<file path="src/rtl/ptch_fusion.sv">
// Pitch fusion: integrates an offset-compensated gyro pitch rate into a saturating
// accumulator. Define PTCH_FUSION_ACCEL_EN to enable the accelerometer-Z fusion correction.
module ptch_fusion #(
  parameter logic [15:0] PTCH_RT_OFFSET = 16'h0050,
  parameter logic [15:0] AZ_OFFSET      = 16'h00A0,
  parameter int unsigned SETTLE_SMPLS   = 16
) (
  input  logic        clk,
  input  logic        rst,
  input  logic        raw_vld,
  input  logic [15:0] ptch_rt_raw,
  input  logic [15:0] AZ_raw,
  input  logic        rider_off,
  output logic [15:0] ptch,
  output logic [15:0] ptch_rt,
  output logic        vld
);

  typedef enum logic {
    SETTLE = 1'b0,
    RUN    = 1'b1
  } state_t;

  localparam logic [7:0]  SETTLE_LAST = 8'(SETTLE_SMPLS - 1);
  localparam logic [26:0] INT_MAX     = 27'h3FF_FFFF;
  localparam logic [26:0] INT_MIN     = 27'h400_0000;

  state_t             state;
  logic [7:0]         settle_cnt;
  logic signed [26:0] ptch_int;

  logic signed [15:0] rt_comp;
  logic signed [15:0] fusion_offset;
  logic signed [28:0] sum;
  logic signed [26:0] int_next;
  logic               accept;

  assign accept = raw_vld && !rider_off;

  always_comb begin
    rt_comp = ptch_rt_raw - PTCH_RT_OFFSET;
  end

`ifdef PTCH_FUSION_ACCEL_EN
  logic signed [15:0] az_comp;
  logic signed [25:0] acc_prod;
  logic signed [15:0] ptch_acc;

  always_comb begin
    az_comp  = AZ_raw - AZ_OFFSET;
    acc_prod = az_comp * 26'sd327;
    // Keep product bits [25:13], sign-extended: effectively a divide by 8192.
    ptch_acc = {{3{acc_prod[25]}}, acc_prod[25:13]};
    if (ptch_acc > $signed(ptch)) begin
      fusion_offset = 16'sd1024;
    end else begin
      fusion_offset = -16'sd1024;
    end
  end
`else
  logic unused_az;
  assign unused_az = ^{AZ_raw, AZ_OFFSET};

  always_comb begin
    fusion_offset = '0;
  end
`endif

  // Two guard bits above the 27-bit accumulator expose overflow for saturation.
  always_comb begin
    sum = {{2{ptch_int[26]}}, ptch_int}
        - {{13{rt_comp[15]}}, rt_comp}
        + {{13{fusion_offset[15]}}, fusion_offset};
    if (!sum[28] && (sum[27:26] != 2'b00)) begin
      int_next = INT_MAX;
    end else if (sum[28] && (sum[27:26] != 2'b11)) begin
      int_next = INT_MIN;
    end else begin
      int_next = sum[26:0];
    end
  end

  always_ff @(posedge clk) begin
    if (rst) begin
      state      <= SETTLE;
      settle_cnt <= '0;
      ptch_int   <= '0;
      ptch       <= '0;
      ptch_rt    <= '0;
      vld        <= 1'b0;
    end else begin
      vld <= 1'b0;
      if (rider_off) begin
        state      <= SETTLE;
        settle_cnt <= '0;
        ptch_int   <= '0;
        ptch       <= '0;
      end else if (accept) begin
        ptch_int <= int_next;
        ptch     <= int_next[26:11];
        ptch_rt  <= rt_comp;
        case (state)
          SETTLE: begin
            settle_cnt <= settle_cnt + 8'd1;
            if (settle_cnt == SETTLE_LAST) begin
              state <= RUN;
            end
          end
          RUN: begin
            vld <= 1'b1;
          end
          default: begin
            state <= SETTLE;
          end
        endcase
      end
    end
  end

endmodule

</file>
<file path="config.mk">
export PLATFORM = sky130hd
export DESIGN_NAME = ptch_fusion
export DESIGN_NICKNAME = d
export VERILOG_FILES = /design/src/rtl/ptch_fusion.sv
export SDC_FILE = /design/constraint.sdc
export NUM_CORES = 1
export LEC_CHECK = 0
export BUFFER_PORTS_ARGS = -buffer_cell sky130_fd_sc_hd__buf_2
export CORE_MARGIN = 5
export CORE_UTILIZATION = 31
export CTS_BUF_LIST = sky130_fd_sc_hd__clkbuf_8 sky130_fd_sc_hd__clkbuf_16
export DETAILED_ROUTE_END_ITERATION = 6
export HOLD_SLACK_MARGIN = 0.08
export MAX_ROUTING_LAYER = met4
export PLACE_DENSITY = 0.47
export SYNTH_ARGS = -nofsm -noshare
export SYNTH_HDL_FRONTEND = slang
export SYNTH_SLANG_ARGS = --single-unit
</file>
<file path="constraint.sdc">
create_clock -name clk -period 4.5 [get_ports clk]
set_input_delay 0.45 -clock clk [delete_from_list [all_inputs] [get_ports clk]]
set_output_delay 0.45 -clock clk [all_outputs]
set_load 0.05 [all_outputs]
</file>
======== Yosys cells after proc, flatten, opt, wreduce, memory -nomap -nowiden ========
Cells that the tools add are included.
operators by class
  reductions and logical operators ........ 10
  equality and inequality tests ........... 2
  div/mod/pow operators ................... 0
  $mul .................................... 0
  $lt $le $gt $ge ......................... 0
  shifts and indexed selects .............. 0
  bitwise operators ....................... 3
  add/subtract/negate cells ............... 3
  muxes and demuxes ....................... 5
operators with widths
  kind                   number
  $mux 27                2
  $sub 27x16->28         1
  $sub 16x7->16 const B  1
  $add 8x1->8 const B    1
  $eq 8x4->1 const B     1
  $reduce_and 2->1       2
  $logic_and 1x1->1      3
  $mux 1                 3
  $not 1->1              3
  $reduce_or 3->1        1
  $logic_not 1->1        2
  $ne 2x2->1 const B     1
  $reduce_bool 2->1      1
  $reduce_or 2->1        1
word-level totals
  word-level logic and storage cells ...... 29
  memories ................................ 0
  bits in latches ......................... 0
  input port bits ......................... 36
  bits in read-only memories .............. 0
  register bits after elaboration ......... 69
  memory bits (writable) .................. 0

======== Longest topological paths before layout ========
Gate-level depths: netlist of the first run.
  word-level depth ........................ 6
  gate-level depth with buffers ........... 17
  gate-level depth less buffers ........... 16

======== Worst setup path after synthesis of the first run ========
OpenSTA, ideal clock, no wires.
  path type ............................... input-to-reg
  start ................................... input ptch_rt_raw[4]
  end ..................................... register ptch[11]
  cell stages on the path ................. 16
  arrival ................................. 3780 ps
  path slack .............................. 603 ps
  required time ........................... 4383 ps
  path through ............................ inv_1 > ha_1 > nor2b_1 > nor2_1 > xnor2_1 > ha_1 > a21oi_1 > o21ai_0 > or4_1 > o21ai_0 > o221ai_1 > a31o_2 > buf_6 > a311o_2 > o21a_1 > o22a_1
on the way
  longest elaborated chain between the ends .. 6
  elaborated cells on any way between the ends .. 9
  classes of those cells .................. 2 x add/sub; 1 x eq/ne; 2 x mux; 4 x reduce/logical
RTL lines
  element                 line  text
  start: declaration      11    input logic [15:0] ptch_rt_raw,
  $sub 16x7->16 (*)       41    rt_comp = ptch_rt_raw - PTCH_RT_OFFSET;
  $sub 27x16->28 (*)      72    - {{13{rt_comp[15]}}, rt_comp}
  $ne 2x2->1              76    end else if (sum[28] && (sum[27:26] != 2'b11)) begin
  $logic_and 1x1->1       76
  $mux 27                 76
  $mux 27 (*)             74    if (!sum[28] && (sum[27:26] != 2'b00)) begin
  end signal: assignment  100   ptch <= int_next[26:11];
  end: declaration        14    output logic [15:0] ptch,
Mark *: on every way between the ends. The rest lies on a longest branch, timed or not.
A chain may end at the register's enable or synchronous reset.

======== Worst setup path in the final report of the first run ========
  start ................................... input ptch_rt_raw[4]
  end ..................................... register ptch[12]
on the way
  longest elaborated chain between the ends .. 6
  elaborated cells on any way between the ends .. 9
  classes of those cells .................. 2 x add/sub; 1 x eq/ne; 2 x mux; 4 x reduce/logical
RTL lines
  element               line  text
  $sub 16x7->16 (*)     41
  named net rt_comp[4]  32    logic signed [15:0] rt_comp;
  $sub 27x16->28 (*)    72
  $ne 2x2->1            76
  $logic_and 1x1->1     76
  $mux 27               76
  $mux 27 (*)           74
Mark *: on every way through the listed nets, which the timed path passes. The rest lies on a longest branch.

==> results of run 1 <==
[sequential cells by signal (all words and copies together) (netlist names)]
signal and flops:
ptch 16, state 1, ptch_rt 16, settle_cnt 8, vld 1, ptch_int 11
[logic make-up after synthesis]
kind of cell | after synthesis
flip-flops | 53
AND/OR/NAND/NOR | 158
adder cells (fa/ha/maj) | 16
multiplexers | 8
XOR/XNOR | 30
buffers and inverters | 53
AO/OA/AOI/OAI | 142
[power groups by stage]
stage / Clock, µW / Sequential (µW) / Combinational [µW]
after floorplan: 0 / 549 / 252
after global placement: 0 / 526 / 348
after detailed placement: 0 / 527 / 350
after CTS: 464 / 516 / 352
after global routing: 481 / 520 / 385
final: 446 / 515 / 349
[worst max-delay path: cells and delay by family]
family / cells / cell delay [ns]
compound gates: 8 / 1.50
xor+xnor: 1 / 0.28
buf+inv: 4 / 0.53
fa+ha+maj: 2 / 0.54
simple gates: 4 / 0.98
[path summary, 6_finish.rpt]
path,endpoint,slack (ns),depth (start not counted)
setup / recovery,ptch[12],0.42,19
hold / removal,ptch_rt[3],0.40,3
setup reg to reg,ptch[14],1.08,15
hold reg to reg,ptch_rt[3],0.45,2
[stage by stage]
stage | instances | hold slack (ns) | instance area (µm²) | util [%]
detailed placement | 634 | 0.443 | 4010 | 34.8
floorplan | 460 | 0.440 | 3680 | -
global route | 642 | 0.402 | 4180 | 36.3
CTS | 642 | 0.386 | 4180 | 36.3
global placement | 634 | 0.439 | 4010 | 34.8
finish | 642 | 0.395 | 4180 | 36.3
[layer usage]
layer  GRT usage (%)  vias to the layer above  part of all wire, %
met5               -                        -                    0
met4            3.26                        0                 0.94
met2            21.7                       79                   44
met1            19.1                     1569                   50
li1                -                     1719                    -
met3            2.84                        9                  4.5
[cells in the final DEF, fill, tap and decap left out, types with 3 or more instances in the layout]
cell and instances:
buf_4 15, o22ai_1 3, buf_2 52, nand4_1 5, o22a_1 4, and3_1 3
o211ai_1 3, clkbuf_16 5, mux2i_1 6, a211oi_2 3, dfxtp_1 53, ha_1 13
xnor2_1 18, nor3_1 8, nor4_1 5, and2_1 5, nand2b_1 4, a21o_1 3
nor2b_1 5, nor2_1 50, a21oi_1 45, xor2_1 12, or3_1 10, o21a_1 7
or4_1 6, or2_2 6, a211oi_1 14, a31oi_1 4, inv_1 17, nand3_1 11
nand2_1 26, o21ai_0 35
[cell type report]
cell class,instances,area share [%]
Timing Repair Buffer,68,9.41
Clock inverter,3,1.02
Sequential cell,53,25.4
Clock buffer,5,3.00
Tap cell,143,4.29
Inverter,16,1.44
Multi-Input combinational cell,354,55.4
==> impl_metrics.json, run 1 <==
{
  "num_antenna_cells": 0,
  "cap_viol_max_count": 0,
  "holdCritStartpoint": "ptch_rt_raw[3]",
  "cp.required_ns": 4.72,
  "path_cells": "buf_2 -> inv_1 -> ha_1 -> nor2b_1 -> nor2_1 -> xnor2_1 -> ha_1 -> a21oi_1 -> o21ai_0 -> or4_1 -> o21ai_0 -> buf_4 -> o221ai_1 -> a31o_2 -> buf_4 -> nor3_1 -> o211ai_1 -> o21a_1 -> o22ai_1",
  "synth_adder_area_share_pct": 5.60,
  "drv_slew": 0,
  "netSwitchingFraction_pct": 32.7,
  "synthesis.area_mm2": 0.00368,
  "intPower_uw": 882,
  "regArea_mm2": 0.00106,
  "syn_to_final_growth_pct": 13.3,
  "grt_pass1_vias": 3186,
  "worst_pin_slew_ns": 1.08,
  "vias": 3376,
  "synthXorXnorAreaFrac_pct": 7.13,
  "io_buffers": 52,
  "dpl_worst_slack_ns": 0.140,
  "critPathCaptureType": "flip-flop",
  "worst_slack_ns": 0.424,
  "viasPerCell": 5.26,
  "grt_pass1_wl_um": 16000,
  "combPwrFrac_pct": 26.6,
  "slew_headroom_pct": 27.6,
  "fin_crit_ns": 4.08,
  "p_sw_uw": 428,
  "setup_violations": 0,
  "gp_congestion": 0.822,
  "clkTransAtPathRegs_ns": 0.07,
  "clock_sinks": 53,
  "synth-simple-area-share_pct": 22.6,
  "synthMuxAreaShare_pct": 2.24,
  "cts-buffers-inserted": 5,
  "synth-seq-cells": 53,
  "post_cts_resize_count": 0,
  "grt_max_degree": 29,
  "finalCritPeriodShare_pct": 90.6,
  "nFillCells": 1229,
  "slowest_delay_ns": 0.40,
  "wl_um": 9680,
  "p_clk_share_pct": 34.1,
  "yosysMostFrequentCell": "dfxtp_1",
  "multi_input_area_mm2": 0.00231,
  "synth_compound_area_share_pct": 25.2,
  "p_per_area_mw_per_mm2": 314,
  "htreeDepth": 2,
  "yosysWarnings": 0,
  "worst-path-max-fanout": 7,
  "r2r-start": "ptch_int[0]",
  "root_buffer": "clkbuf_16",
  "hold_violations": 0,
  "min_path_type": "input pin to flip-flop",
  "leakage_uw": 0.00170,
  "core.rowCount": 39,
  "pin_count": 69,
  "antenna_found_initial": 0,
  "crit_slowest_cell": "or4_1",
  "ant_nets": 0,
  "synth_ff_type": "dfxtp_1",
  "total_power_uw": 1310,
  "rsz0062_at_grt": "no",
  "cts_setup_buffers": 0,
  "synth.distinct_cells": 66,
  "die_area_mm2": 0.0142,
  "cts_buffer_depth": 2,
  "grtUsageTotal_pct": 14.1,
  "synthArstFlopShare_pct": 0,
  "core_mm2": 0.0115,
  "die_h_um": 119,
  "synth_top_family_by_area": "compound AO/OA/AOI/OAI gates",
  "fmax_ghz": 0.245,
  "first_iter_violations": 171,
  "syn_nets": 510,
  "ir_worst_vdd_uv": 136,
  "crit_type": "input pin to flip-flop",
  "worstSkewPairLatency_ns": 0.29,
  "clock_skew_ns": 0.00388,
  "synthCells": 460,
  "drc": 0,
  "critPathLaunch": "ptch_rt_raw[4]",
  "status": "complete, no violations",
  "arrival_ns": 4.30,
  "synth_area_leaders": "dfxtp_1 29%, a21oi_1 6.1%, nor2_1 5.1%, o21ai_0 4.8%, ha_1 4.4%",
  "syn_avg_cell_area_um2": 8.01,
  "start_kind": "input pin",
  "avgRoutedWirePerCell_um": 15.1,
  "yosys.area.top_type": "dfxtp_1",
  "ys_seq_area_share_pct": 28.8,
  "drive_above_1_share_pct": 20.8,
  "nets": 548,
  "dp_hpwl_um": 7170,
  "overflow": 0,
  "yosys-top-cells-count": "53 x dfxtp_1, 50 x nor2_1, 45 x a21oi_1",
  "synth_edf_count": 0,
  "postCtsHoldBufs": 0,
  "power_frac_seq_pct": 39.3,
  "die_w_um": 119,
  "dr.pass1.iters": 5,
  "synth_top_area_share_pct": 28.8,
  "initial_core_util_pct": 32.0,
  "cts_tree": "built",
  "tns_ns": 0
}
(Power assumes the default switching activity.)
==> inputs of run 2 (changes only) <==
Settings changed: CELL_PAD_IN_SITES_DETAIL_PLACEMENT from default to 0, CELL_PAD_IN_SITES_GLOBAL_PLACEMENT from default to 2, CTS_BUF_LIST sky130_fd_sc_hd__clkbuf_8 sky130_fd_sc_hd__clkbuf_16 to default, PLACE_DENSITY 0.47 to 0.74.
==> run 2 against run 1 <==
Compared with the run above: largest cell class unchanged; worst hold slack improved by 0.0031 ns; wire length increased by 5.3%; sequential cell count unchanged; critical endpoint is now ptch_int[5]; first-iteration DRC count increased by 27%; sequential share of layout area increased by 0.28 points; power decreased by 3.1%; clock power decreased by 9.2%; via count decreased by 0.12%; design area decreased by 1.1%; clock skew decreased by 0.0012 ns.
==> impl_metrics.json, run 2 (synthesized netlist as in run 1, its figures left out) <==
{
  "status": "complete, no violations",
  "fmax_ghz": 0.242,
  "core_mm2": 0.0115,
  "worst-path-max-fanout": 11,
  "tns_ns": 0,
  "whs_ns": 0.398,
  "top_usage_layer": "met2",
  "drive_above_1_share_pct": 20.7,
  "io_buffers": 52,
  "clock_skew_ns": 0.00270,
  "dpl_worst_slack_ns": 0.0762,
  "clock_sinks": 53,
  "drv_slew": 0,
  "ff2ff_path_depth": 14,
  "htreeDepth": 2,
  "nFillCells": 1243,
  "num_antenna_cells": 0,
  "slowest_delay_ns": 0.44,
  "crit_slowest_cell": "a311o_2",
  "viasPerCell": 5.27,
  "arrival_ns": 4.32,
  "die_w_um": 119,
  "die_area_mm2": 0.0142,
  "r2r_end": "ptch[14]",
  "drc": 0,
  "path_cells": "buf_2 -> inv_1 -> ha_1 -> nor2b_1 -> nor2_1 -> xnor2_1 -> ha_1 -> a21oi_1 -> o21ai_0 -> or4_1 -> o21ai_0 -> buf_4 -> o221ai_1 -> a31o_2 -> a311o_2 -> buf_4 -> a31oi_1 -> nor2_1",
  "root_buffer": "clkbuf_16",
  "placed_area_mm2": 0.00398,
  "rsz0062_at_grt": "no",
  "initial_core_util_pct": 32.0,
  "p_per_area_mw_per_mm2": 308,
  "finalCritPeriodShare_pct": 91.7,
  "grtUsageTotal_pct": 14.7,
  "critPathLaunch": "ptch_rt_raw[4]",
  "hold_violations": 0,
  "grt_util_met2_pct": 22.5,
  "endpoint": "ptch_int[5]",
  "start_kind": "input pin",
  "overflow": 0,
  "postCtsHoldBufs": 0,
  "dp_hpwl_um": 7620,
  "setup_violations": 0,
  "cts_tree": "built",
  "nets": 546,
  "syn_to_final_growth_pct": 12.1,
  "slew_headroom_pct": 21.9,
  "cts_buffer_depth": 2,
  "critPathCaptureType": "flip-flop",
  "post_cts_resize_count": 0,
  "cap_viol_max_count": 0,
  "first_iter_violations": 218,
  "antenna_found_initial": 0,
  "avgRoutedWirePerCell_um": 15.9,
  "crit_type": "input pin to flip-flop",
  "cts-buffers-inserted": 5,
  "pin_count": 69,
  "clkTransAtPathRegs_ns": 0.08,
  "die_h_um": 119,
  "multi_input_area_mm2": 0.00231,
  "utilization_pct": 35.9,
  "grt_pass1_vias": 3239,
  "mostFrequentLayoutCell": "dfxtp_1",
  "wl_um": 10200,
  "worst_pin_slew_ns": 1.17,
  "min_path_type": "input pin to flip-flop",
  "mostFrequentLayoutCells": "53 x dfxtp_1, 52 x buf_2, 50 x nor2_1, 45 x a21oi_1, 35 x o21ai_0",
  "worst_slack_ns": 0.373,
  "grt_max_degree": 29,
  "gp_congestion": 0.860,
  "regArea_mm2": 0.00106,
  "cp_top_family": "compound AO/OA/AOI/OAI gates",
  "cts_setup_buffers": 0,
  "ant_nets": 0,
  "leakage_uw": 0.00167,
  "vias": 3372,
  "met3_usage_pct": 2.89,
  "dr.pass1.iters": 4,
  "ir_worst_vdd_uv": 129,
  "grt_util_met1_pct": 19.5,
  "cp.required_ns": 4.69,
  "fin_crit_ns": 4.13,
  "worst-r2r-setup-slack_ns": 1.00,
  "worstSkewPairLatency_ns": 0.30,
  "design_area_mm2": 0.00413,
  "critPathBufInv": 4,
  "path_depth": 18,
  "r2r-start": "ptch_int[0]",
  "reg_top3": "ptch: 16 flops, ptch_rt: 16 flops, ptch_int: 11 flops",
  "grt_pass1_wl_um": 16600,
  "core.rowCount": 39
}
## run 2: worst register-to-register path, stage by stage (launching register included)
cell,delay [ns]
dfxtp_1,0.32
inv_1,0.05
ha_1,0.16
inv_1,0.06
fa_1,0.39
a21oi_1,0.21
nor2_1,0.09
o21ai_0,0.25
a211oi_1,0.17
a211oi_2,0.36
maj3_4,0.35
mux2i_1,0.32
nand2_1,0.26
o21bai_1,0.24
a211oi_2,0.21
## run 2: worst min-delay path by stage
stage | from | end | slack [ns] | depth (start not counted)
3_5_place_dp | ptch_rt[1] | ptch_rt[1] | 0.45 | 2
5_1_grt | ptch_rt_raw[2] | ptch_rt[2] | 0.39 | 3
3_3_place_gp | ptch_rt[3] | ptch_rt[3] | 0.44 | 2
2_1_floorplan | ptch_int[4] | ptch_int[4] | 0.44 | 2
4_1_cts | ptch_rt_raw[2] | ptch_rt[2] | 0.39 | 3
6_report | ptch_rt_raw[2] | ptch_rt[2] | 0.40 | 3
## run 2: through the flow
step / power [µW] / std cells
floorplan: 801 / 460
global placement: 876 / 632
detailed placement: 877 / 632
CTS: 1290 / 640
global route: 1350 / 640
finish: 1270 / 640
## run 2: cell type report
| type | instances | area share, % |
|---|---|---|
| clock buffers | 5 | 3.03 |
| clock inverters | 3 | 0.606 |
| inverters | 16 | 1.45 |
| multi-input cells | 354 | 56.0 |
| flip-flops and latches | 53 | 25.7 |
| well taps | 143 | 4.33 |
| repair buffers | 66 | 8.85 |
## run 2: where the power goes
part           total [µW]  internal [µW]  switching, µW
logic                 349            127            223
registers             516            492           24.0
clock network         405            210            195
total                1270            828            442
## run 2: layer usage
layer | up-vias | share of wire [%]
met5 | - | 0
met4 | 0 | 1.3
met3 | 11 | 2.9
met2 | 61 | 45
met1 | 1572 | 51
li1 | 1728 | -
==> inputs of run 3 (changes only) <==
--- a/config.mk
+++ b/config.mk
@@ -15,3 +15,3 @@
 export MAX_ROUTING_LAYER = met4
-export PLACE_DENSITY = 0.74
+export PLACE_DENSITY = 0.87
 export SYNTH_ARGS = -nofsm -noshare
==> constraint.sdc (replaced) <==
create_clock -name clk -period 4.5 [get_ports clk]
set_input_delay 0.225 -clock clk [delete_from_list [all_inputs] [get_ports clk]]
set_output_delay 0.225 -clock clk [all_outputs]
set_load 0.05 [all_outputs]
==> run 3 against run 2 <==
Compared with the run above: first-iteration DRC count decreased by 52%; via count did not move; wire length fell by 5.9%; clock skew rose by 0.0011 ns; count of clock-buffer cells in the layout is the same; critical path depth rose by 1; maximum frequency up 3.9%.
==> impl_metrics.json, run 3 (synthesized netlist as in run 1, its figures left out) <==
{
  "dr.pass1.iters": 4,
  "cts_buffer_depth": 2,
  "first_iter_violations": 105,
  "r2r-start": "ptch_int[0]",
  "mostFrequentLayoutCells": "53 x dfxtp_1, 52 x buf_2, 50 x nor2_1, 45 x a21oi_1, 35 x o21ai_0",
  "root_buffer": "clkbuf_16",
  "worst-path-max-fanout": 11,
  "critPathCaptureType": "flip-flop",
  "crit_slowest_cell": "or4_1",
  "ir_worst_vdd_uv": 133,
  "worst-r2r-setup-slack_ns": 0.94,
  "path_depth": 19,
  "cts_setup_buffers": 0,
  "hold_violations": 0,
  "drc": 0,
  "critPathBufInv": 4,
  "tns_ns": 0,
  "postCtsHoldBufs": 0,
  "viasPerCell": 5.31,
  "ff2ff_path_depth": 15,
  "vias": 3372,
  "syn_to_final_growth_pct": 11.4,
  "placed_cells_incl_taps": 627,
  "die_area_mm2": 0.0142,
  "grtUsageTotal_pct": 14.2,
  "worst_pin_slew_ns": 1.10,
  "wl_um": 9600,
  "grt_max_degree": 29,
  "cts-buffers-inserted": 5,
  "reg_top3": "ptch: 16 flops, ptch_rt: 16 flops, ptch_int: 11 flops",
  "cp_top_family": "compound AO/OA/AOI/OAI gates",
  "grt_pass1_wl_um": 16200,
  "gp_congestion": 0.851,
  "path_cells": "buf_2 -> inv_1 -> ha_1 -> nor2b_1 -> nor2_1 -> xnor2_1 -> ha_1 -> a21oi_1 -> o21ai_0 -> or4_1 -> o21ai_0 -> o221ai_1 -> buf_4 -> a311oi_1 -> mux2i_1 -> buf_4 -> nand2_1 -> a21oi_1 -> o22a_1",
  "fmax_ghz": 0.252,
  "slowest_delay_ns": 0.39,
  "r2r_end": "ptch[14]",
  "drv_slew": 0,
  "dp_hpwl_um": 7120,
  "start_kind": "input pin",
  "cts_tree": "built",
  "cap_viol_max_count": 0,
  "cp.required_ns": 4.70,
  "finalNonFillerCells": 635,
  "core.rowCount": 39,
  "arrival_ns": 4.17,
  "crit_type": "input pin to flip-flop",
  "worstHoldPathCells": 3,
  "setup_violations": 0,
  "min_path_type": "input pin to flip-flop",
  "pin_count": 69,
  "ant_nets": 0,
  "antenna_found_initial": 0,
  "holdCritStartpoint": "ptch_rt_raw[3]",
  "worstSkewPairLatency_ns": 0.30,
  "drive_above_1_share_pct": 19.9,
  "rsz0062_at_grt": "no",
  "clkTransAtPathRegs_ns": 0.07,
  "die_h_um": 119,
  "io_buffers": 52,
  "avgRoutedWirePerCell_um": 15.1,
  "mostFrequentLayoutCell": "dfxtp_1",
  "slew_headroom_pct": 26.3,
  "fin_crit_ns": 3.97,
  "p_per_area_mw_per_mm2": 308,
  "status": "complete, no violations",
  "clock_sinks": 53,
  "htreeDepth": 2,
  "initial_core_util_pct": 32.0,
  "die_w_um": 119,
  "whs_endpoint": "ptch_rt[3]",
  "leakage_uw": 0.00165,
  "critPathLaunch": "ptch_rt_raw[4]",
  "post_cts_resize_count": 0,
  "finalCritPeriodShare_pct": 88.3,
  "core_mm2": 0.0115,
  "clock_skew_ns": 0.00378,
  "num_antenna_cells": 0,
  "grt_pass1_vias": 3253,
  "nets": 541,
  "overflow": 0
}
run 3: cell types whose count changed in the layout (fill, tap and decap cells not counted), sizes merged:
cell  delta
buf      -5
run 3: worst max path at each step:
stage	slack [ns]	to
detailed placement	0.19	ptch[11]
global route	0.19	ptch[13]
global placement	0.25	ptch[14]
CTS	0.49	ptch[11]
finish	0.53	ptch[11]
floorplan	0.83	ptch[11]
run 3: tightest hold or removal path, stage by stage:
cell	delay, ns
buf_2	0.10
nand2_1	0.05
a21oi_1	0.05
run 3: area by class of cell:
| type | instances | area, µm² |
|---|---|---|
| repair buffers | 61 | 340 |
| multi-input cells | 354 | 2310 |
| flip-flops and latches | 53 | 1060 |
| well taps | 143 | 179 |
| clock inverters | 3 | 25.0 |
| fillers | 1243 | 7410 |
| inverters | 16 | 60.1 |
| clock buffers | 5 | 125 |
run 3: power by group:
part	internal [µW]	total [µW]	switching (µW)
registers	492	515	23.5
logic	124	345	221
clock network	210	405	195
total	826	1270	440
run 3: through the flow:
stage | instance area [µm²] | util, % | setup WS [ns] | hold WS (ns) | total power (µW)
floorplan | 3680 | - | 0.828 | 0.321 | 801
global route | 4110 | 35.6 | 0.193 | 0.164 | 1340
global placement | 3960 | 34.3 | 0.250 | 0.443 | 866
detailed placement | 3960 | 34.3 | 0.192 | 0.448 | 871
finish | 4110 | 35.6 | 0.526 | 0.167 | 1270
CTS | 4110 | 35.6 | 0.487 | 0.156 | 1290
run 3: metal layers:
metal | routed length [µm] | vias to the layer above | global-route usage [%] | share of wire [%]
met3 | 337 | 16 | 2.51 | 3.5
met4 | 142 | 0 | 3.77 | 1.5
met1 | 4750 | 1581 | 18.4 | 49
li1 | - | 1701 | - | -
met5 | 0 | - | - | 0
met2 | 4370 | 74 | 22.9 | 46
